### config.mk
export PLATFORM = sky130hd
export DESIGN_NAME = uart_rx_fifo
export DESIGN_NICKNAME = d
export VERILOG_FILES = /design/src/rtl/uart_rx_fifo.sv
export SDC_FILE = /design/constraint.sdc
export NUM_CORES = 1
export LEC_CHECK = 0
export ABC_AREA = 1
export CORE_ASPECT_RATIO = 2
export CORE_MARGIN = 2
export CORE_UTILIZATION = 64
export DETAILED_ROUTE_END_ITERATION = 10
export PLACE_DENSITY_LB_ADDON = 0.05
export REMOVE_ABC_BUFFERS = 1
export SYNTH_ARGS = -nofsm -noshare
export SYNTH_HDL_FRONTEND = slang
export SYNTH_SLANG_ARGS = --single-unit
### constraint.sdc
create_clock -name clk -period 3.35 [get_ports clk]
set_clock_uncertainty 0.05 [all_clocks]
set_input_delay 0.8375 -clock clk [delete_from_list [all_inputs] [get_ports clk]]
set_output_delay 0.8375 -clock clk [all_outputs]
set_load 0.05 [all_outputs]
### src/rtl/uart_rx_fifo.sv
// uart_rx_fifo: synchronises uart_receiver status levels into clk and queues
// each received byte in a DEPTH-entry first-word-fall-through FIFO.
// Ports: clk, reset (async, active low), rx_data/rx_valid/rx_ferror/rx_perror
// from the receiver, rd_en/clr_ovf from the host; rd_data, empty, full,
// level, overflow to the host.
// Optional macro UART_RX_FIFO_ERRCNT_EN adds clr_cnt, ferr_cnt, perr_cnt
// (saturating error-edge counters).
module uart_rx_fifo #(
  parameter int DEPTH_LOG2 = 4,
  parameter int DATA_W     = 8
) (
  input  logic                  clk,
  input  logic                  reset,
  input  logic [DATA_W-1:0]     rx_data,
  input  logic                  rx_valid,
  input  logic                  rx_ferror,
  input  logic                  rx_perror,
  input  logic                  rd_en,
  input  logic                  clr_ovf,
  output logic [DATA_W-1:0]     rd_data,
  output logic                  empty,
  output logic                  full,
  output logic [DEPTH_LOG2:0]   level,
  output logic                  overflow
`ifdef UART_RX_FIFO_ERRCNT_EN
  ,
  input  logic                  clr_cnt,
  output logic [7:0]            ferr_cnt,
  output logic [7:0]            perr_cnt
`endif
);

  localparam int DEPTH = 1 << DEPTH_LOG2;
  localparam logic [DEPTH_LOG2:0] FULL_LVL = DEPTH[DEPTH_LOG2:0];
  localparam logic [DEPTH_LOG2:0] LVL_ONE = (DEPTH_LOG2+1)'(1);
  localparam logic [DEPTH_LOG2-1:0] PTR_ONE = DEPTH_LOG2'(1);

  // bit 0: valid, bit 1: ferror, bit 2: perror
  logic [2:0] sync1;
  logic [2:0] sync2;
  logic [2:0] prev;
  logic [2:0] rise;

  logic [DATA_W-1:0]     mem [DEPTH];
  logic [DEPTH_LOG2-1:0] wr_ptr;
  logic [DEPTH_LOG2-1:0] rd_ptr;

  logic push;
  logic pop;
  logic do_push;
  logic drop;

  always_ff @(posedge clk or negedge reset) begin
    if (!reset) begin
      sync1 <= '0;
      sync2 <= '0;
      prev  <= '0;
      rise  <= '0;
    end else begin
      sync1 <= {rx_perror, rx_ferror, rx_valid};
      sync2 <= sync1;
      prev  <= sync2;
      // registered strobe: byte is written on the 4th edge after rise
      rise  <= sync2 & ~prev;
    end
  end

  assign push    = rise[0];
  assign empty   = (level == '0);
  assign full    = (level == FULL_LVL);
  assign pop     = rd_en & ~empty;
  // when full, a simultaneous pop frees the slot being written
  assign do_push = push & (~full | pop);
  assign drop    = push & full & ~pop;
  assign rd_data = empty ? '0 : mem[rd_ptr];

  always_ff @(posedge clk) begin
    if (do_push) begin
      mem[wr_ptr] <= rx_data;
    end
  end

  always_ff @(posedge clk or negedge reset) begin
    if (!reset) begin
      wr_ptr   <= '0;
      rd_ptr   <= '0;
      level    <= '0;
      overflow <= 1'b0;
    end else begin
      if (do_push) begin
        wr_ptr <= wr_ptr + PTR_ONE;
      end
      if (pop) begin
        rd_ptr <= rd_ptr + PTR_ONE;
      end
      if (do_push && !pop) begin
        level <= level + LVL_ONE;
      end else if (pop && !do_push) begin
        level <= level - LVL_ONE;
      end
      if (drop) begin
        overflow <= 1'b1;
      end else if (clr_ovf) begin
        overflow <= 1'b0;
      end
    end
  end

`ifdef UART_RX_FIFO_ERRCNT_EN
  always_ff @(posedge clk or negedge reset) begin
    if (!reset) begin
      ferr_cnt <= '0;
      perr_cnt <= '0;
    end else if (clr_cnt) begin
      ferr_cnt <= '0;
      perr_cnt <= '0;
    end else begin
      if (rise[1] && ferr_cnt != 8'hFF) begin
        ferr_cnt <= ferr_cnt + 8'd1;
      end
      if (rise[2] && perr_cnt != 8'hFF) begin
        perr_cnt <= perr_cnt + 8'd1;
      end
    end
  end
`else
  logic unused_err;
  assign unused_err = rise[1] ^ rise[2];
`endif

endmodule
; Word-level counts from Yosys, hierarchy flattened
; Memory sizes are Yosys's and may differ from the RTL's.
; Cells that the tools add are included.
[op_classes]
n_addsub = 4
n_eq_ne = 1
n_mux = 7
bitwise = 10
reduce_logical = 7
[ops]
columns = cell, n
row1 = two-way mux 5 bit, 2
row2 = adder 4 x 1 -> 4 bit (second input constant), 2
row3 = two-way mux 8 bit, 1
row4 = adder 5 x 1 -> 5 bit (second input constant), 1
row5 = bitwise AND 1 bit, 5
row6 = == test 5 bit (second input constant), 1
row7 = logical NOT 5 bit, 1
row8 = subtractor 5 x 1 -> 5 bit (second input constant), 1
row9 = two-way mux 1 bit, 4
row10 = inverter 1 bit, 4
row11 = nonzero test 2 bit, 2
row12 = logical AND 1 bit, 2
row13 = logical NOT 1 bit, 2
row14 = bitwise OR 1 bit, 1
[totals]
register_bits = 18
ram_bits = 128
in_bits = 15
output_inout_bits = 16
elab_cells = 38
mem_count = 1
[memory_table]
columns = memory, words, width, rd, rd_clocked_by_memory_dff, write_ports, line
row1 = mem, 16, 8, 1, 0, 1, 44  ; logic [DATA_W-1:0] mem [DEPTH];

; Depth between registers and ports, before layout
; Gate-level depths: netlist of the first run.
[logic_depth]
depth_word = 9
mapped_depth = 15

; Least setup slack after synthesis of the first run
; OpenSTA, ideal clock, no wires.
[synth_timing]
path_type = reg-to-reg
startpoint = register level[1]
endpoint = register level[4]
setup_time_ns = 0.067
arrival_time_ns = 2.782
slack_ns = 0.451
path_stages_with_launch = 16
synth_period_minus_slack_ns = 2.899
cell_sequence = dfrtp_1 > nor2_1 > nand2_1 > nor2_2 > nand2_1 > nand2_2 > inv_2 > ha_1 > inv_1 > ha_1 > nand2_1 > nand2_1 > a21oi_1 > xor2_1 > nand2_1 > nand2_1
[synth_lines]
columns = item, line
row1 = from (decl), 23  ; output logic [DEPTH_LOG2:0] level,
row2 = from (signal assigned), 97  ; level <= level + LVL_ONE;
row3 = from (signal assigned), 99  ; level <= level - LVL_ONE;
row4 = == test 5 bit (*), 70  ; assign full = (level == FULL_LVL);
row5 = net full, 22  ; output logic full,
row6 = inverter 1 bit (*), 73  ; assign do_push = push & (~full | pop);
row7 = bitwise OR 1 bit (*), 73
row8 = bitwise AND 1 bit (*), 73
row9 = net do_push, 50  ; logic do_push;
row10 = logical NOT 1 bit, 98  ; end else if (pop && !do_push) begin
row11 = logical AND 1 bit, 98
row12 = nonzero test 2 bit (no source line), --
; The timed path passes the listed nets; every way through them passes the cells marked *. The select of a mux whose other input is x is not followed.
; A chain may end at the register's enable or synchronous reset.

; Final worst setup path of the first run
[layout_timing]
startpoint = register rd_ptr[0]
endpoint = output port rd_data[0]
[layout_via]
elab_chain_len = 2
[layout_lines]
columns = item, line
row1 = from (decl), 46  ; logic [DEPTH_LOG2-1:0] rd_ptr;
row2 = from (signal assigned), 94  ; rd_ptr <= rd_ptr + PTR_ONE;
row3 = memory read (16 x 8 bit), --
row4 = two-way mux 8 bit, 75  ; assign rd_data = empty ? '0 : mem[rd_ptr];
row5 = to (decl), 20  ; output logic [DATA_W-1:0] rd_data,
; Every way passes these cells.

==> results.toml, run 1 <==
[global_routing]
grt_pass1_wl_mm = 20.30
first_global_vias = 4199
globalRouteMet2Util = 0.4827
remaining_global_route_overflow = 0
maximum_number_of_pins_on_one_net_before_global_route_repair = 66
number_of_antenna_violations_at_the_first_check_in_global_routing = 0
grtUsageTotal = 0.2690
global_route.usage.met1 = 0.2890
met3_usage = 0.05434
grt_busiest_layer = "met2"

[finish]
design_area_mm2 = 0.007258
layout_common_cells = "189 x sky130_fd_sc_hd__nand2_1, 128 x sky130_fd_sc_hd__edfxtp_1, 103 x sky130_fd_sc_hd__nand3_1"
num-fill-cells = 574
fin_nets = 611
utilization = 0.7735
layout.cells.most_common = "sky130_fd_sc_hd__nand2_1"
final-instance-count-excl-fill = 703
antenna_cells_inserted = 0
drive_above_1_share = 0.1269
flow.area_growth_from_synthesis_pct = 18.00

[clocking]
cts_max_level = 4
clockRootBuffer = "sky130_fd_sc_hd__clkbuf_16"
tritoncts_num_sinks = 146
clk_pin_slew_worst_paths_ps = 60
clock_path_buffers = 2
worst_skew_pair.late_latency_ps = 410
clock_tree_from_tritoncts = "done"
number_of_buffers_created_by_cts = 17

[setup_path]
kind_of_end_point_of_the_critical_path = "primary output"
worstPathRequired_ps = 2460
kind_of_critical_path = "reg2out"
crit_fanout = 65
critPathArrivalTime_ps = 2320
critical_path.startpoint_type = "flop"

[timing]
timing.final.ws_setup_ps = 141.3
tightestPinTransition_ps = 821.3
post-route-period-util = 0.9578
headroom_to_the_max_slew_limit = 0.4507
period_minus_slack_ps = 3209
achievable-frequency_ghz = 0.3116
final-setup-viol-count = 0
report.final.hold_viol_count = 0
final_slew_violations = 0
tns_ps = 0
unrepaired_setup_endpoints_after_global_routing = "false"

[route]
antenna_left = 0
detail_route.first_pass.iterations = 5
dr.first_iter.drc_count = 360
detail_route.wirelength_mm = 13.30
post_drt_via_cell_ratio = 5.980
route.detailed.wl_per_inst_um = 18.91
route.vias.total = 4204
remaining_drc_errors = 0

[placement]
dpl.hpwl_mm = 8.593
placement.cell_area_mm2 = 0.006671
post-place-cells = 671
gp_congestion = 0.8311
placement.setup.worst_slack_ps = 190.2
count_of_input_and_output_buffers = 28

[floorplan]
dieHeight_um = 142.6
design.die.area_mm2 = 0.01046
die-width_um = 73.32
floorplan.initialDensity = 0.6555
pin_count = 31
placementRows = 50
core_mm2 = 0.009384

[min_path]
hold_class = "reg2reg"

[run]
max_cap_violations = 0

[synthesis]
synth-seq-cells = 146
synth.yosys.seq_area_share = 0.6981
synthesis.instances = 540
yosysWarningCount = 0
synth.lib_cells_used.distinct = 21
mean_area_per_synthesized_cell_um2 = 11.39
synth_area_mm2 = 0.006151

[power_and_ir_drop]
power.density_mw_per_mm2 = 965.2
leakagePower_uw = 0.002811
vdd.ir_drop.worst_v = 0.0007759

[run_status]
run_status = "finished, final reports clean"
[path summary, 6_finish.rpt]
check	to	slack, ps	cells after the start	startpoint
worst max register to register	level[4]$_DFFE_PN0P_	790	14	level[1]$_DFFE_PN0P_
worst min-delay path	sync2[0]$_DFF_PN0_	310	0	sync1[0]$_DFF_PN0_
worst max-delay path	rd_data[0]	140	9	rd_ptr[0]$_DFFE_PN0N_
min in group asynchronous	level[0]$_DFFE_PN0P_	850	1	reset
max in group asynchronous	rd_ptr[0]$_DFFE_PN0N_	1830	1	reset
worst min register to register	sync2[0]$_DFF_PN0_	310	0	sync1[0]$_DFF_PN0_
[synthesized netlist by cell type (all sizes together)]
cell | instances | share of area
edfxtp | 128 | 0.62
xnor2 | 2 | 0.0028
inv | 17 | 0.010
o21ai | 5 | 0.0041
buf | 23 | 0.025
nor2 | 23 | 0.016
nand3 | 103 | 0.084
fa | 1 | 0.0033
a21oi | 10 | 0.0081
xor2 | 8 | 0.011
clkbuf | 2 | 0.0012
nand2 | 191 | 0.12
dfrtp | 18 | 0.073
ha | 9 | 0.018
[worst max-delay path, cell delays in order, from the launching register on]
cell and delay [ps]:
sky130_fd_sc_hd__dfrtp_2 550, sky130_fd_sc_hd__inv_2 120, sky130_fd_sc_hd__buf_12 260, sky130_fd_sc_hd__nand2_1 120, sky130_fd_sc_hd__nand3_1 100, sky130_fd_sc_hd__nand3_1 90
sky130_fd_sc_hd__nand2_1 70, sky130_fd_sc_hd__nand2_1 80, sky130_fd_sc_hd__a21oi_1 270, sky130_fd_sc_hd__buf_12 180
[area by class of cell]
class | instances | area (um2) | share of cell area
tap | 104 | 130.1 | 0.01793
timing repair buffer | 52 | 556.8 | 0.07671
clock inverter | 11 | 102.6 | 0.01414
inverter | 17 | 63.81 | 0.008792
sequential | 146 | 4295 | 0.5918
clock buffer | 21 | 480.5 | 0.06620
multi-input combinational | 352 | 1629 | 0.2244
[sequential cells by signal, summed over array words and instances (netlist names)]
register	count
level	5
sync2	1
prev	1
overflow	1
rise	1
wr_ptr	4
sync1	1
rd_ptr	4
mem	128
[report_power, final]
group / total [uW] / internal (uW) / switching (uW)
Combinational: 2890 / 1050 / 1840
Sequential: 2310 / 2140 / 175
Clock: 1810 / 1100 / 707
Total: 7010 / 4290 / 2720
[cell families after synthesis]
kind of cell    count (synthesis)  share of synthesized area
compound gates                 15                    0.01220
simple gates                  317                     0.2168
xor+xnor                       10                    0.01424
flops                         146                     0.6981
fa+ha+maj                      10                    0.02156
buf+inv                        42                    0.03702
[per-stage QoR]
stage / total power, uW / hold slack [ps]
3_3_place_gp: 5127 / 296.8
2_1_floorplan: 4040 / 281.2
4_1_cts: 7000 / 310.8
3_5_place_dp: 5203 / 287.8
6_report: 7006 / 306.3
5_1_grt: 7350 / 312.8
[timing repair]
action	in CTS	in global routing
resized for setup	0	1
buffers inserted	0	0
hold buffers	0	0
setup endpoints to repair	0	2
[routing by layer]
metal	vias up	routed length [um]
li1	1942	-
met1	2034	4723
met2	185	7458
met3	43	598
met4	0	514
met5	-	0
Note: power is estimated with default switching activity, not from simulation.
==> run 2: changes to the inputs <==
--- a/config.mk
+++ b/config.mk
@@ -8,7 +8,7 @@
 export ABC_AREA = 1
 export CORE_ASPECT_RATIO = 2
 export CORE_MARGIN = 2
-export CORE_UTILIZATION = 64
+export CORE_UTILIZATION = 54
 export DETAILED_ROUTE_END_ITERATION = 10
 export PLACE_DENSITY_LB_ADDON = 0.05
 export REMOVE_ABC_BUFFERS = 1
==> constraint.sdc (replaced) <==
create_clock -name clk -period 2.6 [get_ports clk]
set_clock_uncertainty 0.05 [all_clocks]
set_input_delay 0.65 -clock clk [delete_from_list [all_inputs] [get_ports clk]]
set_output_delay 0.65 -clock clk [all_outputs]
set_load 0.05 [all_outputs]
==> results.toml, run 2 (synthesis results as in run 1) <==
[route]
detail_route.wirelength_mm = 15.50
dr.first_iter.drc_count = 322
route.detailed.wl_per_inst_um = 20.12
detail_route.first_pass.iterations = 5
route.vias.total = 4329
antenna_left = 0
post_drt_via_cell_ratio = 5.622
remaining_drc_errors = 0

[min_path]
hold_start = "sync1[0]$_DFF_PN0_"
hold_class = "reg2reg"

[finish]
antenna_cells_inserted = 0
top_regs = "mem: 128 flops, level: 5 flops"
utilization = 0.7453
flip_flop_count_of_the_largest_register_after_layout = 128
largest_register = "mem"
regArea_mm2 = 0.004297
fin_nets = 640
flow.area_growth_from_synthesis_pct = 35.92
layout.cells.most_common = "sky130_fd_sc_hd__nand2_1"
multi_input_area_mm2 = 0.002167
num-fill-cells = 712
layout_common_cells = "132 x sky130_fd_sc_hd__nand2_1, 128 x sky130_fd_sc_hd__edfxtp_1, 55 x sky130_fd_sc_hd__nand3_2"
design_area_mm2 = 0.008361
drive_above_1_share = 0.3615

[timing]
period_minus_slack_ps = 2708
final-setup-viol-count = 8
report.final.hold_viol_count = 0
achievable-frequency_ghz = 0.3693
unrepaired_setup_endpoints_after_global_routing = "true"
post-route-period-util = 1.041
tightestPinTransition_ps = 631.6
headroom_to_the_max_slew_limit = 0.5776
final_slew_violations = 0
timing.final.ws_setup_ps = -107.8

[floorplan]
die-width_um = 79.47
floorplan.initialDensity = 0.5484
placementRows = 55
pin_count = 31
dieHeight_um = 154.9
core_mm2 = 0.01122
design.die.area_mm2 = 0.01231

[setup_path]
kind_of_end_point_of_the_critical_path = "primary output"
launch_point_of_the_worst_reg_to_reg_path = "level[1]$_DFFE_PN0P_"
critical_path.startpoint_type = "flop"
crit_fanout = 8
worstPathRequired_ps = 1900
cp-startpoint = "rd_ptr[0]$_DFFE_PN0N_"
kind_of_critical_path = "reg2out"
critPathArrivalTime_ps = 2010

[clocking]
holdBufCountCts = 0
clk_pin_slew_worst_paths_ps = 60
worst_skew_pair.late_latency_ps = 420
cts_max_level = 4
tritoncts_num_sinks = 146
clock_path_buffers = 2
number_of_buffers_created_by_cts = 17
clockRootBuffer = "sky130_fd_sc_hd__clkbuf_16"
clock_tree_from_tritoncts = "done"

[global_routing]
met3_usage = 0.04756
globalRouteMet2Util = 0.4350
grt_pass1_wl_mm = 21.86
remaining_global_route_overflow = 0
global_route.usage.met1 = 0.2747
grt_busiest_layer = "met2"
number_of_antenna_violations_at_the_first_check_in_global_routing = 0
first_global_vias = 4244
grtUsageTotal = 0.2465
maximum_number_of_pins_on_one_net_before_global_route_repair = 26

[power_and_ir_drop]
power.density_mw_per_mm2 = 1292
seqPwrFrac = 0.272
power.switching_fraction = 0.4004
power_switching_uw = 4327
vdd.ir_drop.worst_v = 0.001185
p_int_uw = 6478
power_frac_comb = 0.513
pwr-share-clk = 0.215
finalPower_uw = 10800
leakagePower_uw = 0.003249

[run]
max_cap_violations = 0

[placement]
dpl.hpwl_mm = 8.818
placement.cell_area_mm2 = 0.006862
gp_congestion = 0.8961
count_of_input_and_output_buffers = 28

[run_status]
violations = "setup timing"
run_status = "complete, but fails checks"
-- run 2: changes by cell type in the layout (fill, tap and decap cells not counted), moves of 13 or more --
cell and change:
sky130_fd_sc_hd__nand3_2 +55, sky130_fd_sc_hd__nand2_1 -57, sky130_fd_sc_hd__nand3_1 -55, sky130_fd_sc_hd__nand2_2 +52, sky130_fd_sc_hd__buf_4 +13
-- run 2: timing repair --
action,in CTS,in global routing
setup endpoints to repair,8,9
cloned,5,7
gates resized for setup,28,124
pin swaps,5,65
setup buffers,2,2
-- run 2: area by class of cell --
cell class	instances	area share
clock buffers	19	0.05418
clock inverters	13	0.01482
inverters	17	0.009129
multi-input cells	352	0.2592
flip-flops and latches	146	0.5139
well taps	142	0.02125
repair buffers	81	0.1275
-- run 2: final timing paths --
| check | endpoint | slack (ps) | cells after the start |
|---|---|---|---|
| max | rd_data[4] | -110 | 9 |
| max in group asynchronous | rd_ptr[1]$_DFFE_PN0N_ | 1760 | 2 |
| min in group asynchronous | prev[0]$_DFF_PN0_ | 510 | 2 |
| max reg2reg | level[3]$_DFFE_PN0P_ | 240 | 15 |
| min | sync2[0]$_DFF_PN0_ | 310 | 0 |
| min reg2reg | sync2[0]$_DFF_PN0_ | 310 | 0 |
-- run 2: worst max-delay path, stage by stage (launching register included) --
cell and delay [ps]:
sky130_fd_sc_hd__dfrtp_2 510, sky130_fd_sc_hd__buf_8 190, sky130_fd_sc_hd__buf_16 130, sky130_fd_sc_hd__nand2_1 50, sky130_fd_sc_hd__nand3_1 100, sky130_fd_sc_hd__nand3_2 100, sky130_fd_sc_hd__nand2_1 100, sky130_fd_sc_hd__nand2_2 70
sky130_fd_sc_hd__a21oi_4 180, sky130_fd_sc_hd__buf_12 150
-- run 2: power by group through the flow --
stage / Sequential (uW) / Clock [uW] / Combinational [uW]
global route: 2960 / 2440 / 5860
finish: 2940 / 2320 / 5540
CTS: 2910 / 2340 / 4460
global placement: 2950 / 0 / 3890
detailed placement: 2960 / 0 / 3950
floorplan: 3230 / 0 / 1980
-- run 2: per-stage QoR --
stage	std cells	hold WS (ps)	setup WS, ps	setup TNS (ps)
final	770	313.5	-107.8	-712.6
after global routing	770	324.2	-174.1	-1252
after CTS	761	322.6	-69.17	-377.3
after detailed placement	722	302.2	-158.5	-253.7
after global placement	722	290.7	-128.2	-175.6
after floorplan	515	281.2	-980.5	-8453
-- run 2: routing by layer --
layer | part of all wire | wire length, um | vias up
met5 | 0 | 0 | -
met4 | 0.051 | 792 | 0
met3 | 0.046 | 708 | 48
met2 | 0.56 | 8646 | 188
met1 | 0.35 | 5347 | 2092
li1 | - | - | 2001
==> run 3: changes to the inputs <==
--- a/config.mk
+++ b/config.mk
@@ -8,7 +8,7 @@
 export ABC_AREA = 1
 export CORE_ASPECT_RATIO = 2
 export CORE_MARGIN = 2
-export CORE_UTILIZATION = 54
+export CORE_UTILIZATION = 56
 export DETAILED_ROUTE_END_ITERATION = 10
 export PLACE_DENSITY_LB_ADDON = 0.05
 export REMOVE_ABC_BUFFERS = 1
==> constraint.sdc (replaced) <==
create_clock -name clk -period 2.7 [get_ports clk]
set_clock_uncertainty 0.05 [all_clocks]
set_input_delay 0.675 -clock clk [delete_from_list [all_inputs] [get_ports clk]]
set_output_delay 0.675 -clock clk [all_outputs]
set_load 0.05 [all_outputs]
==> results.toml, run 3 (synthesis results as in run 1) <==
[finish]
utilization = 0.7240
flow.area_growth_from_synthesis_pct = 27.24
drive_above_1_share = 0.2186
top_regs = "mem: 128 flops, level: 5 flops"
layout_common_cells = "181 x sky130_fd_sc_hd__nand2_1, 128 x sky130_fd_sc_hd__edfxtp_1, 83 x sky130_fd_sc_hd__nand3_1"
fin_nets = 634
antenna_cells_inserted = 0
largest_register = "mem"
num-fill-cells = 756
flip_flop_count_of_the_largest_register_after_layout = 128
layout.cells.most_common = "sky130_fd_sc_hd__nand2_1"
final-instance-count-excl-fill = 762

[power_and_ir_drop]
power_switching_uw = 3775
finalPower_uw = 9636
power.density_mw_per_mm2 = 1231
vdd.ir_drop.worst_v = 0.001080
power_frac_comb = 0.462
p_int_uw = 5861
power.switching_fraction = 0.3918
seqPwrFrac = 0.293
leakagePower_uw = 0.003059
pwr-share-clk = 0.245

[clocking]
cts_max_level = 4
worst_skew_pair.late_latency_ps = 420
clockRootBuffer = "sky130_fd_sc_hd__clkbuf_16"
clk_pin_slew_worst_paths_ps = 60
number_of_buffers_created_by_cts = 17
clock_path_buffers = 2
holdBufCountCts = 0
tritoncts_num_sinks = 146
clock_tree_from_tritoncts = "done"

[placement]
count_of_input_and_output_buffers = 28
gp_congestion = 0.8262
post-place-cells = 720
dpl.hpwl_mm = 9.423

[global_routing]
maximum_number_of_pins_on_one_net_before_global_route_repair = 44
remaining_global_route_overflow = 0
number_of_antenna_violations_at_the_first_check_in_global_routing = 0
first_global_vias = 4173
grt_pass1_wl_mm = 22.44
grtUsageTotal = 0.2602

[min_path]
hold_path_depth = 0
hold_class = "reg2reg"
hold_start = "sync1[0]$_DFF_PN0_"

[floorplan]
die-width_um = 78.11
floorplan.initialDensity = 0.5690
core_mm2 = 0.01081
dieHeight_um = 152.2
pin_count = 31
placementRows = 54
design.die.area_mm2 = 0.01189

[setup_path]
launch_point_of_the_worst_reg_to_reg_path = "level[1]$_DFFE_PN0P_"
kind_of_end_point_of_the_critical_path = "primary output"
kind_of_critical_path = "reg2out"
critical_path.startpoint_type = "flop"
crit_fanout = 8
reg2reg_setup_slack_ps = 330
worstPathRequired_ps = 1980
r2r.worst_path.cells = 15
cp-startpoint = "rd_ptr[0]$_DFFE_PN0N_"
critPathArrivalTime_ps = 2030

[timing]
post-route-period-util = 1.019
tns_ps = -169.3
unrepaired_setup_endpoints_after_global_routing = "true"
headroom_to_the_max_slew_limit = 0.4903
report.final.hold_viol_count = 0
final_slew_violations = 0
final.hold.worst_slack_ps = 312.4
period_minus_slack_ps = 2751
achievable-frequency_ghz = 0.3636
tightestPinTransition_ps = 762.2
timing.final.ws_setup_ps = -50.54
final-setup-viol-count = 6

[route]
detail_route.wirelength_mm = 15.17
route.vias.total = 4238
dr.first_iter.drc_count = 382
remaining_drc_errors = 0
route.detailed.wl_per_inst_um = 19.91
detail_route.first_pass.iterations = 6
post_drt_via_cell_ratio = 5.562
antenna_left = 0

[run_status]
run_status = "complete, but fails checks"
violations = "setup timing"

[run]
max_cap_violations = 0
==> run 3: changes by cell type in the layout (fill, tap and decap cells not counted), sizes merged <==
cell / change
clkbuf: -3
bufinv: +1
inv: -2
buf: -3
clkinvlp: +1
==> run 3: path summary, 6_finish.rpt <==
| check | endpoint |
|---|---|
| max in group asynchronous | rd_ptr[0]$_DFFE_PN0N_ |
| min in group asynchronous | sync1[0]$_DFF_PN0_ |
| max | rd_data[1] |
| min reg2reg | sync2[0]$_DFF_PN0_ |
| max reg2reg | level[4]$_DFFE_PN0P_ |
| min | sync2[0]$_DFF_PN0_ |
==> run 3: worst max-delay path, stage by stage, from the launching register on <==
cell                        delay [ps]
sky130_fd_sc_hd__dfrtp_2           500
sky130_fd_sc_hd__clkinv_8          150
sky130_fd_sc_hd__clkbuf_16         170
sky130_fd_sc_hd__nand2_1            80
sky130_fd_sc_hd__nand3_2            60
sky130_fd_sc_hd__nand3_1           100
sky130_fd_sc_hd__nand2_1           110
sky130_fd_sc_hd__nand2_2            60
sky130_fd_sc_hd__a21oi_2           200
sky130_fd_sc_hd__buf_12            160
==> run 3: power by group through the flow <==
stage / clock [uW] / combinational [uW] / sequential, uW
after global routing: 2470 / 4770 / 2850
after CTS: 2380 / 4010 / 2810
after floorplan: 0 / 1910 / 3110
after detailed placement: 0 / 3800 / 2850
after global placement: 0 / 3730 / 2840
final: 2360 / 4450 / 2830
==> run 3: metal layers <==
layer,up-vias,track usage,routed length (um),share of wire
li1,1994,-,-,-
met2,168,0.4639,8485,0.56
met5,-,0,0,0
met1,2034,0.3040,5375,0.35
met3,42,0.05273,764,0.050
met4,0,0.1011,547,0.036
==> run 3: cell type report <==
class,instances,area (um2),share of cell area
Inverter,17,76.32,0.009752
Multi-Input combinational cell,352,1779,0.2273
Sequential cell,146,4295,0.5488
Clock inverter,13,150.1,0.01918
Clock buffer,19,452.9,0.05787
Tap cell,140,175.2,0.02238
Timing Repair Buffer,75,897.1,0.1146
==> run 3: metrics by stage <==
stage,setup WS [ps],area [um2]
after floorplan,-905.5,5987
after global placement,-23.31,6834
after detailed placement,-46.88,6834
after CTS,-22.22,7528
after global routing,-126.7,7826
final,-50.54,7826
==> run 3: repair_timing <==
| item | CTS | global route |
|---|---|---|
| resized for setup | 16 | 36 |
| gates cloned | 1 | 6 |
| pin swaps | 4 | 15 |
| setup buffers | 1 | 2 |
| setup endpoints to repair | 8 | 8 |
| hold endpoints to repair | 0 | 0 |
